`config.mk`:
```
export PLATFORM = sky130hd
export DESIGN_NAME = phase_diff_seq
export DESIGN_NICKNAME = d
export VERILOG_FILES = /design/src/rtl/phase_diff_seq.sv
export SDC_FILE = /design/constraint.sdc
export NUM_CORES = 1
export LEC_CHECK = 0
export ABC_AREA = 1
export CELL_PAD_IN_SITES_DETAIL_PLACEMENT = 1
export CELL_PAD_IN_SITES_GLOBAL_PLACEMENT = 1
export CORE_ASPECT_RATIO = 1.2
export CORE_UTILIZATION = 40
export DETAILED_ROUTE_END_ITERATION = 10
export GPL_TIMING_DRIVEN = 0
export PLACE_DENSITY_LB_ADDON = 0.1
export SETUP_SLACK_MARGIN = 0.3
export SYNTH_ARGS = -nofsm -noshare
export SYNTH_HDL_FRONTEND = slang
export SYNTH_SLANG_ARGS = --single-unit
export TNS_END_PERCENT = 50
```
`constraint.sdc`:
```
create_clock -name clk -period 5.45 [get_ports clk]
set_input_delay 0.8175 -clock clk [delete_from_list [all_inputs] [get_ports clk]]
set_output_delay 0.8175 -clock clk [all_outputs]
set_load 0.05 [all_outputs]
```
`src/rtl/phase_diff_seq.sv`:
```
// Voltage/current phase-difference sequencer: launches FFT pairs, captures peak phases,
// averages 2^AVG_LOG2 wrapped differences and reports the result or a timeout.
module phase_diff_seq #(
  parameter int PW       = 17,
  parameter int AVG_LOG2 = 2,
  parameter int TIMEOUT  = 1000
) (
  input  logic                 clk,
  input  logic                 rst,
  input  logic                 start,
  input  logic                 abort,
  input  logic                 max_done_v,
  input  logic                 max_done_i,
  input  logic [PW-1:0]        theta_o_v,
  input  logic [PW-1:0]        theta_o_i,
  output logic                 fft_start,
  output logic signed [PW-1:0] phase_diff,
  output logic                 phase_diff_done,
  output logic                 timeout_err,
  output logic                 busy
);
  localparam int AW = PW + AVG_LOG2;
  localparam int CW = AVG_LOG2 + 1;
  localparam int TW = $clog2(TIMEOUT + 1);
  localparam logic [CW-1:0] NPAIR = CW'(2 ** AVG_LOG2);

  typedef enum logic [2:0] {IDLE, LAUNCH, WAIT_PAIR, CALC, ACCUM, OUT} state_e;

  typedef struct packed {
    logic          vld;
    logic [PW-1:0] theta;
  } cap_t;

  state_e                state_q, state_d;
  cap_t                  cap_v_q, cap_v_d, cap_i_q, cap_i_d;
  logic signed [AW-1:0]  acc_q, acc_d;
  logic [CW-1:0]         cnt_q, cnt_d;
  logic [TW-1:0]         tmo_q, tmo_d;
  logic signed [PW-1:0]  pd_q, pd_d;
  logic signed [PW-1:0]  diff_s;
  logic signed [AW-1:0]  diff_ext;
  logic                  fs_c, done_c, err_c;

  // Modular subtraction gives the wrapped difference directly; the signed
  // assignment below sign-extends it into the accumulator width.
  assign diff_s   = signed'(cap_v_q.theta - cap_i_q.theta);
  assign diff_ext = diff_s;

  always_comb begin
    state_d = state_q;
    cap_v_d = cap_v_q;
    cap_i_d = cap_i_q;
    acc_d   = acc_q;
    cnt_d   = cnt_q;
    tmo_d   = tmo_q;
    pd_d    = pd_q;
    fs_c    = 1'b0;
    done_c  = 1'b0;
    err_c   = 1'b0;
    case (state_q)
      IDLE: begin
        if (start) begin
          state_d = LAUNCH;
          acc_d   = '0;
          cnt_d   = '0;
          cap_v_d = '0;
          cap_i_d = '0;
        end
      end
      LAUNCH: begin
        fs_c    = 1'b1;
        tmo_d   = '0;
        state_d = WAIT_PAIR;
      end
      WAIT_PAIR: begin
        if (cap_v_q.vld && cap_i_q.vld) begin
          state_d = CALC;
        end else begin
          if (max_done_v && !cap_v_q.vld) cap_v_d = {1'b1, theta_o_v};
          if (max_done_i && !cap_i_q.vld) cap_i_d = {1'b1, theta_o_i};
          tmo_d = tmo_q + 1'b1;
          // A pair completing on the final cycle still counts as in time.
          if (tmo_q == TW'(TIMEOUT - 1) && !(cap_v_d.vld && cap_i_d.vld)) begin
            err_c   = 1'b1;
            state_d = IDLE;
          end
        end
      end
      CALC: begin
        acc_d   = acc_q + diff_ext;
        cnt_d   = cnt_q + 1'b1;
        cap_v_d = '0;
        cap_i_d = '0;
        state_d = ACCUM;
      end
      ACCUM: begin
        if (cnt_q == NPAIR) begin
          pd_d    = PW'(acc_q >>> AVG_LOG2);
          state_d = OUT;
        end else begin
          state_d = LAUNCH;
        end
      end
      OUT: begin
        done_c  = 1'b1;
        state_d = IDLE;
      end
      default: state_d = IDLE;
    endcase
    if (abort && state_q != IDLE) begin
      state_d = IDLE;
      pd_d    = pd_q;
      fs_c    = 1'b0;
      done_c  = 1'b0;
      err_c   = 1'b0;
    end
  end

  always_ff @(posedge clk) begin
    if (rst) begin
      state_q <= IDLE;
      cap_v_q <= '0;
      cap_i_q <= '0;
      acc_q   <= '0;
      cnt_q   <= '0;
      tmo_q   <= '0;
      pd_q    <= '0;
    end else begin
      state_q <= state_d;
      cap_v_q <= cap_v_d;
      cap_i_q <= cap_i_d;
      acc_q   <= acc_d;
      cnt_q   <= cnt_d;
      tmo_q   <= tmo_d;
      pd_q    <= pd_d;
    end
  end

  // Pulses are suppressed during a reset cycle so reset never emits an event.
  assign fft_start       = fs_c   && !rst;
  assign phase_diff_done = done_c && !rst;
  assign timeout_err     = err_c  && !rst;
  assign busy            = (state_q != IDLE);
  assign phase_diff      = pd_q;
endmodule

```
==> reports/metrics.csv <==
metric,value,unit
post_cts_buffers,0,
cts_buffers,9,
synth_area_leaders,"dfxtp_1 (34%), nand2_1 (15%), a21oi_1 (11%), ha_1 (8.9%), inv_1 (5.9%)",
required,4.63,ns
drive_above_1_share,5.079,%
postCtsHoldBufs,0,
clkLatencyLatePin,0.34,ns
fmax,265.5,MHz
post-route-min-period,3.767,ns
hold_violations,0,
drv_slew,0,
synth.top_cell.area_share,33.96,%
ios,61,
timing.final.crit_share,69.12,%
worstMarginPinSlew,0.7444,ns
synth_nets,831,
nNetsFinal,901,
power_leakage,2.506,nW
path_max_fanout,4,
synth_area_per_cell,6.898,µm²
setup_viol,0,
synthCells,752,
fin_setup_tns,0,ns
synth_warnings,0,
synth_top_area_cell,dfxtp_1,
first_pass_iters,4,
final_cell_mix,"nand2_1 (210), a21oi_1 (111), dfxtp_1 (88)",
synth_cell_types,39,
final_cells,991,
rsz0062_at_grt,no,
cts_tree,done,
dieArea,13430,µm²
end_kind,primary output,
drv_cap,0,
io_buffers,59,
rr_startpoint,cap_i_q[2],
drt_iter0_markers,92,
relSlewSlack,50.10,%
final_common_cell,nand2_1,
vias,5099,
dp_hpwl,11.64,mm
remaining_drc_errors,0,
p_per_area,407.0,nW/µm²
startpoint_type,input port,
diodes,0,
grt_overflow,0,
drt-vias-per-instance,5.145,
holdCritStartpoint,phase_diff[8],
grtUsageTotal,22.83,%
rows,45,
cts_buffer_depth,2,
area.growth.synth_to_final,21.13,%
hp-class,flop to flop,
postRouteAntennaNets,0,
cts.repair.resized,0,
irDropWorstVdd,0.1785,mV
cts-root-buf,clkbuf_16,
avgRoutedWirePerCell,14.52,µm
synth-seq-cells,88,
grt_max_degree,14,
die_w,106.0,µm
start_util,40.95,%
finClkSkew,0.009604,ns
antenna_found_initial,0,
status,finished clean,
crit_arrival,2.95,ns
htree_levels,3,
drt-total-wl,14.39,mm
syn_area,5187,µm²
cts_sinks,88,
grt_pass1_vias,5279,
clk_pin_slew_worst_paths,0.06,ns
dpl.cell_count,975,
worstSetupPathType,input port to primary output,
core_area,12670,µm²
crit_start,max_done_i,
gp_congestion,0.8456,
grt_pass1_wl,24.48,mm
ys_seq_area_share,33.96,%
fp.dieH,126.8,µm
## cell usage after synthesis
cell and n:
a211oi_1 3, a21boi_0 2, a21o_1 2, a21oi_1 111
a22oi_1 1, a311oi_1 1, a31oi_1 4, and2_1 2
and3_1 2, buf_2 3, buf_4 1, buf_6 2
clkbuf_1 13, dfxtp_1 88, fa_1 2, ha_1 37
inv_1 82, inv_2 5, nand2_1 210, nand2_2 3
nand3_1 51, nand3_2 1, nand3b_1 4, nand4_1 7
nor2_1 36, nor2_2 2, nor2_4 2, nor3_1 11
nor3_2 4, nor3_4 3, nor3b_1 2, nor4_1 1
o21ai_0 25, o21ai_1 6, o21bai_1 2, o22ai_1 1
or2_2 2, xnor2_1 8, xor2_1 10
## registers in the layout, summed over array words and instances, names as in the netlist
register,count
acc_q,19
cap_i_q,18
cap_v_q,18
phase_diff,17
tmo_q,10
cnt_q,3
state_q,3
## power breakdown
part,internal (mW),switching [mW],total (mW)
logic,0.414,0.803,1.22
clock network,0.380,0.255,0.634
registers,0.678,0.0283,0.706
total,1.47,1.09,2.56
## worst max-delay path, stage by stage
cell	delay [ns]
clkdlybuf4s50_1	0.40
inv_1	0.15
a22oi_1	0.13
nor4_1	0.22
nand4_1	0.21
nor3_1	0.19
clkdlybuf4s50_1	0.83
## metrics by stage
| step | hold slack [ns] | util, % | power, mW | instance area, µm² | setup slack [ns] |
|---|---|---|---|---|---|
| after floorplan | 0.4392 | - | 1.618 | 5187 | 2.254 |
| after global placement | 0.4481 | 47.23 | 1.882 | 5983 | 1.773 |
| after detailed placement | 0.4565 | 47.23 | 1.931 | 5983 | 1.724 |
| after CTS | 0.4637 | 49.60 | 2.574 | 6284 | 1.710 |
| after global routing | 0.4834 | 49.60 | 2.754 | 6284 | 1.398 |
| final | 0.4609 | 49.60 | 2.558 | 6284 | 1.683 |
## path summary, 6_finish.rpt
check,endpoint,slack (ns),cells after the start
setup reg to reg,acc_q[17],1.83,19
setup / recovery,timeout_err,1.68,7
hold / removal,phase_diff[8],0.46,2
hold reg to reg,phase_diff[8],0.46,2
## kinds of logic (layout without fill, tap and decap cells)
kind of cell	count (synthesis)	in the layout	synth area share, %
and+or+nand+nor	343	343	29.28
DFF	88	88	33.96
AOI/OAI and AO/OA	158	158	15.92
buffers and inverters	106	181	8.104
xor gates and xnor gates	18	18	3.039
adders and majority gates	39	39	9.696
## routing by layer
metal | vias to the layer above | GRT usage (%) | share of wire, %
li1 | 2621 | - | -
met1 | 2384 | 28.21 | 46
met2 | 76 | 40.95 | 50
met3 | 18 | 2.210 | 2.4
met4 | 0 | 8.252 | 1.5
met5 | - | 0 | 0
## layout make-up
cell class                 count  area, µm²
timing repair buffer          59      590.6
sequential                    88       1762
clock inverter                 3      40.04
inverter                      87      326.6
clock buffer                  13      260.3
buffer                        19      93.84
tap                          164      205.2
multi-input combinational    558       3005
fill                        1644       6385
Power figures use the tool's default switching activity.
